## src/rtl/cpu_ctrl_pkg.sv

```systemverilog
// rtl/cpu_ctrl_pkg.sv - shared opcodes, ALU codes, state encoding and decode record for the microsequencer
package cpu_ctrl_pkg;

    localparam int NREG = 7;
    localparam int OPW  = 4;
    localparam int ALUW = 3;

    // Opcodes, IR[7:4]
    localparam logic [OPW-1:0] OP_NOP  = 4'h0;
    localparam logic [OPW-1:0] OP_LDI  = 4'h1;
    localparam logic [OPW-1:0] OP_ADD  = 4'h2;
    localparam logic [OPW-1:0] OP_SUB  = 4'h3;
    localparam logic [OPW-1:0] OP_AND  = 4'h4;
    localparam logic [OPW-1:0] OP_OR   = 4'h5;
    localparam logic [OPW-1:0] OP_XOR  = 4'h6;
    localparam logic [OPW-1:0] OP_MOV  = 4'h7;
    localparam logic [OPW-1:0] OP_NOT  = 4'h8;
    localparam logic [OPW-1:0] OP_LDR  = 4'h9;
    localparam logic [OPW-1:0] OP_INC  = 4'hA;
    localparam logic [OPW-1:0] OP_LD8  = 4'hB;
    localparam logic [OPW-1:0] OP_JMP  = 4'hC;
    localparam logic [OPW-1:0] OP_NOPD = 4'hD;
    localparam logic [OPW-1:0] OP_NOPE = 4'hE;
    localparam logic [OPW-1:0] OP_HLT  = 4'hF;

    // ALU operation codes
    localparam logic [ALUW-1:0] ALU_ADD   = 3'd0;
    localparam logic [ALUW-1:0] ALU_SUB   = 3'd1;
    localparam logic [ALUW-1:0] ALU_AND   = 3'd2;
    localparam logic [ALUW-1:0] ALU_OR    = 3'd3;
    localparam logic [ALUW-1:0] ALU_XOR   = 3'd4;
    localparam logic [ALUW-1:0] ALU_NOT   = 3'd5;
    localparam logic [ALUW-1:0] ALU_PASSB = 3'd6;
    localparam logic [ALUW-1:0] ALU_INC   = 3'd7;

    // Sequencer states
    localparam logic [2:0] ST_IDLE  = 3'd0;
    localparam logic [2:0] ST_FETCH = 3'd1;
    localparam logic [2:0] ST_EX1   = 3'd2;
    localparam logic [2:0] ST_EX2   = 3'd3;
    localparam logic [2:0] ST_HALT  = 3'd4;

    // Instruction class flags produced by the decoder
    typedef struct packed {
        logic             is_ldi;
        logic             is_ld8;
        logic             is_jmp;
        logic             is_bin;
        logic             is_unary;
        logic             is_mov;
        logic             is_hlt;
        logic [NREG-1:0]  n_onehot;
        logic [ALUW-1:0]  alu_op;
    } decode_t;

    // ALU operation implied by an opcode; non-ALU opcodes map to 0
    function automatic logic [ALUW-1:0] alu_op_of(input logic [OPW-1:0] op);
        logic [ALUW-1:0] code;
        code = ALU_ADD;
        case (op)
            OP_ADD: code = ALU_ADD;
            OP_SUB: code = ALU_SUB;
            OP_AND: code = ALU_AND;
            OP_OR:  code = ALU_OR;
            OP_XOR: code = ALU_XOR;
            OP_NOT: code = ALU_NOT;
            OP_LDR: code = ALU_PASSB;
            OP_INC: code = ALU_INC;
            default: code = ALU_ADD;
        endcase
        return code;
    endfunction

endpackage

```

## src/rtl/cpu_ctrl_decode.sv

```systemverilog
// rtl/cpu_ctrl_decode.sv - combinational IR decode into class flags, one-hot register select and ALU op
module cpu_ctrl_decode
    import cpu_ctrl_pkg::*;
(
    input  logic [7:0] ir_q,
    output decode_t    dec
);

    logic [OPW-1:0] op;
    logic [2:0]     n;
    logic           unused_low3;

    assign op = ir_q[7:4];
    assign n  = ir_q[2:0];

    // low[3] carries no meaning in the operand field
    assign unused_low3 = ir_q[3];

    // Classify the opcode and build the register select; R0 does not exist so n=0 selects nothing
    always_comb begin
        dec          = '0;
        dec.is_ldi   = (op == OP_LDI);
        dec.is_ld8   = (op == OP_LD8);
        dec.is_jmp   = (op == OP_JMP);
        dec.is_bin   = (op == OP_ADD) || (op == OP_SUB) || (op == OP_AND) ||
                       (op == OP_OR)  || (op == OP_XOR) || (op == OP_LDR);
        dec.is_unary = (op == OP_NOT) || (op == OP_INC);
        dec.is_mov   = (op == OP_MOV);
        dec.is_hlt   = (op == OP_HLT);
        for (int i = 0; i < NREG; i++) begin
            dec.n_onehot[i] = (n == 3'(i + 1));
        end
        dec.alu_op   = alu_op_of(op);
    end

endmodule

```

## src/rtl/cpu_ctrl_seq.sv

```systemverilog
// rtl/cpu_ctrl_seq.sv - variable-length microsequencer FSM driving the accumulator CPU datapath controls
module cpu_ctrl_seq
    import cpu_ctrl_pkg::*;
(
    input  logic             clk,
    input  logic             reset,
    input  logic             run,
    input  logic             step,
    input  logic [7:0]       ir_q,
    output logic             rom_read,
    output logic             ir_load,
    output logic             pc_enable,
    output logic             pc_load,
    output logic             imm4_out_en,
    output logic             rom_bus_en,
    output logic             acc_out_en,
    output logic             alu_out_en,
    output logic [NREG-1:0]  r_out_en,
    output logic             acc_load_en,
    output logic             b_load,
    output logic [NREG-1:0]  r_load_en,
    output logic [ALUW-1:0]  alu_op,
    output logic             instr_done,
    output logic             halted,
    output logic             busy
);

    logic [2:0] state;
    logic [2:0] state_next;
    decode_t    dec;
    logic       needs_ex2;

    cpu_ctrl_decode u_decode (
        .ir_q (ir_q),
        .dec  (dec)
    );

    assign needs_ex2 = dec.is_bin | dec.is_unary | dec.is_mov;

    // State register; reset wins even mid-instruction
    always_ff @(posedge clk) begin
        if (reset) begin
            state <= ST_IDLE;
        end else begin
            state <= state_next;
        end
    end

    // Next state: short instructions finish in EX1, ALU ops and MOV take EX2, HALT is sticky
    always_comb begin
        state_next = state;
        case (state)
            ST_IDLE:  state_next = (run || step) ? ST_FETCH : ST_IDLE;
            ST_FETCH: state_next = ST_EX1;
            ST_EX1: begin
                if (dec.is_hlt) begin
                    state_next = ST_HALT;
                end else if (needs_ex2) begin
                    state_next = ST_EX2;
                end else begin
                    state_next = run ? ST_FETCH : ST_IDLE;
                end
            end
            ST_EX2:   state_next = run ? ST_FETCH : ST_IDLE;
            ST_HALT:  state_next = ST_HALT;
            default:  state_next = ST_IDLE;
        endcase
    end

    // Control outputs; each state drives at most one bus source
    always_comb begin
        rom_read    = 1'b0;
        ir_load     = 1'b0;
        pc_enable   = 1'b0;
        pc_load     = 1'b0;
        imm4_out_en = 1'b0;
        rom_bus_en  = 1'b0;
        acc_out_en  = 1'b0;
        alu_out_en  = 1'b0;
        r_out_en    = '0;
        acc_load_en = 1'b0;
        b_load      = 1'b0;
        r_load_en   = '0;
        alu_op      = '0;
        instr_done  = 1'b0;
        case (state)
            ST_FETCH: begin
                rom_read  = 1'b1;
                ir_load   = 1'b1;
                pc_enable = 1'b1;
            end
            ST_EX1: begin
                alu_op = dec.alu_op;
                if (dec.is_ldi) begin
                    imm4_out_en = 1'b1;
                    acc_load_en = 1'b1;
                    instr_done  = 1'b1;
                end else if (dec.is_ld8) begin
                    rom_read    = 1'b1;
                    rom_bus_en  = 1'b1;
                    acc_load_en = 1'b1;
                    pc_enable   = 1'b1;
                    instr_done  = 1'b1;
                end else if (dec.is_jmp) begin
                    rom_read    = 1'b1;
                    rom_bus_en  = 1'b1;
                    pc_load     = 1'b1;
                    instr_done  = 1'b1;
                end else if (dec.is_bin) begin
                    // With n=0 nothing drives the bus, so B must not latch it
                    r_out_en = dec.n_onehot;
                    b_load   = |dec.n_onehot;
                end else if (dec.is_mov) begin
                    acc_out_en = 1'b1;
                end else if (dec.is_unary) begin
                    instr_done = 1'b0;
                end else begin
                    // HLT and the NOP opcodes end here
                    instr_done = 1'b1;
                end
            end
            ST_EX2: begin
                alu_op     = dec.alu_op;
                instr_done = 1'b1;
                if (dec.is_mov) begin
                    acc_out_en = 1'b1;
                    r_load_en  = dec.n_onehot;
                end else begin
                    alu_out_en  = 1'b1;
                    acc_load_en = 1'b1;
                end
            end
            default: begin
                alu_op = '0;
            end
        endcase
    end

    assign halted = (state == ST_HALT);
    assign busy   = (state == ST_FETCH) || (state == ST_EX1) || (state == ST_EX2);

endmodule

```

## config.mk

```make
export PLATFORM = sky130hd
export DESIGN_NAME = cpu_ctrl_seq
export DESIGN_NICKNAME = d
export VERILOG_FILES = /design/src/rtl/cpu_ctrl_pkg.sv /design/src/rtl/cpu_ctrl_decode.sv /design/src/rtl/cpu_ctrl_seq.sv
export SDC_FILE = /design/constraint.sdc
export NUM_CORES = 1
export LEC_CHECK = 0
export ABC_AREA = 1
export BUFFER_PORTS_ARGS = -buffer_cell sky130_fd_sc_hd__buf_2
export CAP_MARGIN = 25
export CORE_ASPECT_RATIO = 0.9
export CORE_UTILIZATION = 41
export DETAILED_ROUTE_END_ITERATION = 8
export PLACE_DENSITY = 0.85
export SYNTH_ARGS = -nofsm -noshare
export SYNTH_HDL_FRONTEND = slang
export SYNTH_SLANG_ARGS = --single-unit
```

## constraint.sdc

```tcl
create_clock -name clk -period 1.91 [get_ports clk]
set_clock_uncertainty 0.1 [all_clocks]
set_input_delay 0.191 -clock clk [delete_from_list [all_inputs] [get_ports clk]]
set_output_delay 0.191 -clock clk [all_outputs]
set_load 0.1 [all_outputs]
```

==> results of run 1 <==
==> through the flow <==
stage	hold slack, ns	area (µm²)
3_3_place_gp	0.2658	1345
2_1_floorplan	0.1527	752.0
==> cells by family after synthesis <==
group           Yosys count  share of synthesized area
compound gates           11                     0.1159
fa+ha+maj                 5                     0.1016
buf+inv                  22                     0.1341
simple gates             71                     0.5508
flops                     3                    0.09756
==> results.json, run 1 <==
{
  "io_buffer_count": 40,
  "first-error": "[ERROR DPL-0038] Utilization greater than 100%, impossible to legalize",
  "synth_edf_count": 0,
  "synth_top_area_frac": 0.1402,
  "status": "stopped before the end",
  "dieWidth_um": 42.85,
  "synth_area_um2": 615.6,
  "initial_core_util": 0.4713,
  "synth_top_cell_by_area": "nor2_1",
  "gp_congestion": 0.8169,
  "netlist_top_cells_area": "nor2_1 (14%), nand3_1 (12%), nor2_2 (12%), inv_1 (11%), ha_1 (10%)",
  "stop_stage": "detailed placement (3_5_place_dp)",
  "die_h_um": 38.76,
  "yosys_warnings": 0,
  "yosys_register_bits": 3,
  "syn_nets": 129,
  "ios": 42,
  "synthFlopType": "dfxtp_1",
  "synth.avg_cell_area_um2": 5.496,
  "synth_common_cells": "nor2_1 (23), inv_1 (18), nand2_1 (15), nand3_1 (15), nor2_2 (12)",
  "ys_seq_area_frac": 0.09756,
  "std_cell_rows": 12,
  "synth.most_common_cell": "nor2_1",
  "synth_cells": 112,
  "synth.distinct_cells": 18,
  "async_flop_share": 0
}
==> run 2: changes to the inputs <==
--- a/config.mk
+++ b/config.mk
@@ -8,10 +8,10 @@
 export ABC_AREA = 1
 export BUFFER_PORTS_ARGS = -buffer_cell sky130_fd_sc_hd__buf_2
 export CAP_MARGIN = 25
-export CORE_ASPECT_RATIO = 0.9
-export CORE_UTILIZATION = 41
+export CORE_AREA = 2 2 63 65
 export DETAILED_ROUTE_END_ITERATION = 8
-export PLACE_DENSITY = 0.85
+export DIE_AREA = 0 0 65 67
+export PLACE_DENSITY_LB_ADDON = 0.15
 export SYNTH_ARGS = -nofsm -noshare
 export SYNTH_HDL_FRONTEND = slang
 export SYNTH_SLANG_ARGS = --single-unit
==> results.json, run 2 <==
{
  "status": "completed",
  "htreeDepth": 1,
  "dieArea_um2": 4355,
  "initial_core_util": 0.1707,
  "worstPathArrival_ns": 1.52,
  "r2r_start": "state[2]",
  "yosys_warnings": 0,
  "wl_mm": 2.064,
  "synth_xor_xnor_area_share": 0,
  "ys_seq_area_frac": 0.09756,
  "grt_pass1_vias": 748,
  "synth_top_area_frac": 0.1402,
  "syn_nets": 129,
  "drive_gt1_frac": 0.5563,
  "synth.most_common_cell": "nor2_1",
  "end_kind": "primary output",
  "synth.mux.area_fraction": 0,
  "final_cell_mix": "buf_12 (26), inv_1 (16), nor2_4 (15), buf_2 (15), nand3_1 (14)",
  "n_antenna_cell": 0,
  "crit_required_ns": 1.62,
  "sw_frac_of_total": 0.5024,
  "synth_compound_area_frac": 0.1159,
  "grt_first_pass_wirelength_mm": 3.332,
  "first_iter_violations": 38,
  "clockBufferDepth": 2,
  "slew_headroom": 0.6769,
  "p_per_area_nw_per_um2": 442.8,
  "power_mw": 0.6709,
  "criticalPathCategory": "flop to primary output",
  "regMostFlops": "state",
  "utilization": 0.4202,
  "firstDrtPassIters": 4,
  "reg2reg_depth": 7,
  "place_hpwl_mm": 1.844,
  "synth_common_cells": "nor2_1 (23), inv_1 (18), nand2_1 (15), nand3_1 (15), nor2_2 (12)",
  "antenna_found_initial": 0,
  "postCtsHoldBufs": 0,
  "overflow": 0,
  "p_leak_nw": 0.6591,
  "die_h_um": 67,
  "synth_top_cell_by_area": "nor2_1",
  "max_freq_mhz": 551.8,
  "synthAdderAreaFrac": 0.1016,
  "synthFlopType": "dfxtp_1",
  "post-route-min-period_ns": 1.812,
  "worstMarginPinSlew_ns": 0.4879,
  "async_flop_share": 0,
  "gp_congestion": 0.8296,
  "synth_top_family_by_area": "simple AND/OR/NAND/NOR gates",
  "drc": 0,
  "grt_usage": 0.09683,
  "netlist_top_cells_area": "nor2_1 (14%), nand3_1 (12%), nor2_2 (12%), inv_1 (11%), ha_1 (10%)",
  "synth.distinct_cells": 18,
  "internal_power_mw": 0.3339,
  "numCtsBuffers": 3,
  "ir_drop_v": 0.0002686,
  "viasPerCell": 4.183,
  "grt_max_degree": 9,
  "clock_power_share": 0.275,
  "slew_viol_final": 0,
  "top_regs": "state: 3 flops",
  "seq_area_um2": 61.31,
  "clock_latency_ns": 0.21,
  "r2r-end": "state[0]",
  "num_vias": 870,
  "cp_max_fo": 8,
  "min-delay-path-class": "input port to flop",
  "setup.worst_path.end": "r_out_en[6]",
  "start_kind": "flop",
  "synth_area_um2": 615.6,
  "cts-root-buf": "clkbuf_8",
  "syn_to_final_growth_pct": 146.1,
  "startpoint": "state[2]",
  "synth.avg_cell_area_um2": 5.496,
  "p_comb_frac": 0.611,
  "final_common_cell": "buf_12",
  "reg2reg_slack_ns": 0.62,
  "final_nets": 178,
  "ios": 42,
  "final-hold-violation-count": 0,
  "cts_tree": "done",
  "clk_pin_slew_ns": 0.03,
  "multi_input_area_um2": 648.1,
  "std_cell_rows": 22,
  "yosys.area_share.simple": 0.5508,
  "yosys_register_bits": 3,
  "p_seq_frac": 0.114,
  "synth_cells": 112,
  "timing.final.crit_share": 0.9488,
  "clock_sinks": 3,
  "core_area_um2": 3606,
  "io_buffer_count": 40,
  "nFillCells": 362,
  "synth_edf_count": 0,
  "power.switching_mw": 0.3370,
  "largest_register_ffs": 3,
  "dieWidth_um": 65,
  "wire_per_inst_um": 9.923,
  "detail-route-antenna-nets": 0,
  "finalSetupViolations": 0,
  "drv_cap": 0
}
run 2: cell counts after synthesis:
Identical to the previous run, type by type.
run 2: how the worst min path moves through the flow:
stage / slack, ns / cells after the start / end / from
CTS: 0.05 / 2 / state[0] / reset
global placement: 0.28 / 2 / state[0] / reset
global route: 0.07 / 2 / state[0] / reset
floorplan: 0.15 / 1 / state[0] / reset
finish: 0.06 / 2 / state[0] / reset
detailed placement: 0.28 / 2 / state[0] / reset
run 2: logic make-up (layout without fill, tap and decap cells):
logic type,after synthesis,count (layout)
and+or+nand+nor,71,71
buffers and inverters,22,70
adders and majority gates,5,5
AOI/OAI and AO/OA,11,11
DFF,3,3
run 2: metrics by stage:
stage	cell area [µm²]	setup slack, ns	setup TNS (ns)	hold slack [ns]	cells
3_5_place_dp	1410	0.07341	0	0.2762	203
3_3_place_gp	1410	0.09464	0	0.2778	203
5_1_grt	1515	-0.004437	-0.004437	0.06573	208
6_report	1515	0.09776	0	0.05629	208
4_1_cts	1455	0.006457	0	0.05316	207
2_1_floorplan	752.0	-0.2436	-1.871	0.1527	112
run 2: timing repair:
item,in CTS,in global routing
setup endpoints to repair,0,17
resized for setup,0,9
buffers inserted,0,1
run 2: worst max-delay path, stage by stage (launching register included):
cell and delay (ns):
dfxtp_1 0.34, inv_1 0.11, nand3_1 0.13, nor2_2 0.17
nand3b_4 0.10, buf_12 0.16, nor2_4 0.10, buf_12 0.18
run 2: final cells by class:
class	instances	area share
inverter	22	0.05450
clock buffer	4	0.02973
multi-input combinational	87	0.4277
tap	48	0.03964
sequential	3	0.04046
timing repair buffer	44	0.4079
run 2: routing by layer:
| layer | routed length [µm] | share of wire | GRT usage | vias up |
|---|---|---|---|---|
| met1 | 927 | 0.45 | 0.1299 | 383 |
| met4 | 13 | 0.0063 | 0.02394 | 0 |
| li1 | - | - | - | 448 |
| met2 | 957 | 0.46 | 0.1508 | 37 |
| met3 | 166 | 0.080 | 0.02872 | 2 |
| met5 | 0 | 0 | 0 | - |
run 2: power groups by stage:
stage                     combinational, mW  sequential, mW  clock (mW)
final                                 0.410          0.0762       0.185
after global routing                  0.432          0.0771       0.199
after CTS                             0.406          0.0763       0.191
after detailed placement              0.405          0.0775           0
after global placement                0.404          0.0767           0
after floorplan                       0.288          0.0755           0
Note: power is estimated with default switching activity, not from simulation.
==> run 3: changes to the inputs <==
==> constraint.sdc (replaced) <==
create_clock -name clk -period 2 [get_ports clk]
set_clock_uncertainty 0.1 [all_clocks]
set_input_delay 0.2 -clock clk [delete_from_list [all_inputs] [get_ports clk]]
set_output_delay 0.2 -clock clk [all_outputs]
set_load 0.1 [all_outputs]
==> results.json, run 3 (synthesis gave the netlist of run 2 again) <==
{
  "std_cell_rows": 22,
  "end_kind": "primary output",
  "final_cell_mix": "buf_12 (25), nor2_1 (21), inv_1 (17)",
  "criticalPathCategory": "flop to primary output",
  "clockBufferDepth": 2,
  "numCtsBuffers": 3,
  "final_common_cell": "buf_12",
  "grt_first_pass_wirelength_mm": 3.581,
  "cts-root-buf": "clkbuf_8",
  "htreeDepth": 1,
  "n_antenna_cell": 0,
  "clk_pin_slew_ns": 0.03,
  "rsz0062_at_grt": "false",
  "initial_core_util": 0.1707,
  "cp_max_fo": 8,
  "regMostFlops": "state",
  "first_iter_violations": 31,
  "p_per_area_nw_per_um2": 447.0,
  "min-delay-path-class": "input port to flop",
  "place_hpwl_mm": 1.936,
  "die_h_um": 67,
  "top_regs": "state: 3 flops",
  "ir_drop_v": 0.0003969,
  "dieArea_um2": 4355,
  "nFillCells": 381,
  "final-hold-violation-count": 0,
  "clock_sinks": 3,
  "post-route-min-period_ns": 1.858,
  "viasPerCell": 4.232,
  "worstPathArrival_ns": 1.56,
  "status": "completed",
  "p_leak_nw": 0.6332,
  "grt_max_degree": 9,
  "hold-worst-slack_ns": 0.06612,
  "cts_tree": "done",
  "drc": 0,
  "io_buffer_count": 40,
  "syn_to_final_growth_pct": 129.7,
  "detail-route-antenna-nets": 0,
  "slew_headroom": 0.6750,
  "slew_viol_final": 0,
  "dpl.cell_count": 202,
  "core_area_um2": 3606,
  "layout_setup_ws_ns": 0.1422,
  "grt_pass1_vias": 835,
  "overflow": 0,
  "firstDrtPassIters": 4,
  "multi_input_area_um2": 570.5,
  "power_mw": 0.6320,
  "ios": 42,
  "place_ws_ns": 0.09709,
  "crit_required_ns": 1.70,
  "antenna_found_initial": 0,
  "finalSetupTns_ns": 0,
  "final_nets": 177,
  "finalSetupViolations": 0,
  "max_freq_mhz": 538.3,
  "wl_mm": 2.195,
  "gp_congestion": 0.7314,
  "worstMarginPinSlew_ns": 0.4909,
  "num_vias": 876,
  "drive_gt1_frac": 0.4780,
  "largest_register_ffs": 3,
  "start_kind": "flop",
  "clock_latency_ns": 0.22,
  "wire_per_inst_um": 10.60,
  "dieWidth_um": 65,
  "timing.final.crit_share": 0.9289,
  "drv_cap": 0,
  "seq_area_um2": 60.06,
  "grt_usage": 0.1031,
  "fin_cells": 207,
  "postCtsHoldBufs": 0
}
## run 3: per-stage QoR
step                        util  instance area (µm²)
final                     0.3921                 1414
after global routing      0.3921                 1414
after CTS                 0.3886                 1401
after detailed placement  0.3706                 1336
after global placement    0.3706                 1336
after floorplan                -                700.7
## run 3: power by group
part	internal, mW	leakage [nW]	switching (mW)	total, mW
combinational	0.112	0.586	0.268	0.380
clock	0.136	0.0228	0.0441	0.180
sequential	0.0653	0.0246	0.00662	0.0720
## run 3: worst max-delay path: stages (launching register included)
cell	delay, ns
dfxtp_1	0.33
inv_1	0.14
nand3_2	0.13
nor2_2	0.19
nand3b_4	0.10
buf_12	0.16
nor2_4	0.10
buf_12	0.18
## run 3: path summary, 6_finish.rpt
check | start | to | slack (ns) | depth (start not counted)
max | state[0] | r_out_en[3] | 0.14 | 7
min | reset | state[2] | 0.07 | 2
min reg2reg | state[2] | state[2] | 0.58 | 4
max reg2reg | state[2] | state[0] | 0.70 | 7
## run 3: final cells by class
| class | instances | share of cell area |
|---|---|---|
| inverters | 22 | 0.05841 |
| repair buffers | 43 | 0.4212 |
| clock buffers | 4 | 0.03186 |
| flip-flops and latches | 3 | 0.04248 |
| multi-input cells | 87 | 0.4035 |
| well taps | 48 | 0.04248 |
## run 3: repair_timing
| item | CTS | global route |
|---|---|---|
| setup endpoints to repair | 8 | 15 |
| gates cloned | 0 | 0 |
| gates resized for setup | 0 | 3 |
| hold endpoints to repair | 0 | 0 |
| pin swaps | 1 | 0 |
| buffers inserted | 1 | 0 |
## run 3: metal layers
layer / part of all wire / GRT usage / vias to the layer above / wire [µm]
li1: - / - / 446 / -
met3: 0.074 / 0.01520 / 2 / 163
met2: 0.51 / 0.1894 / 36 / 1114
met4: 0.0082 / 0.03989 / 0 / 18
met1: 0.41 / 0.1194 / 392 / 898
met5: 0 / 0 / - / 0
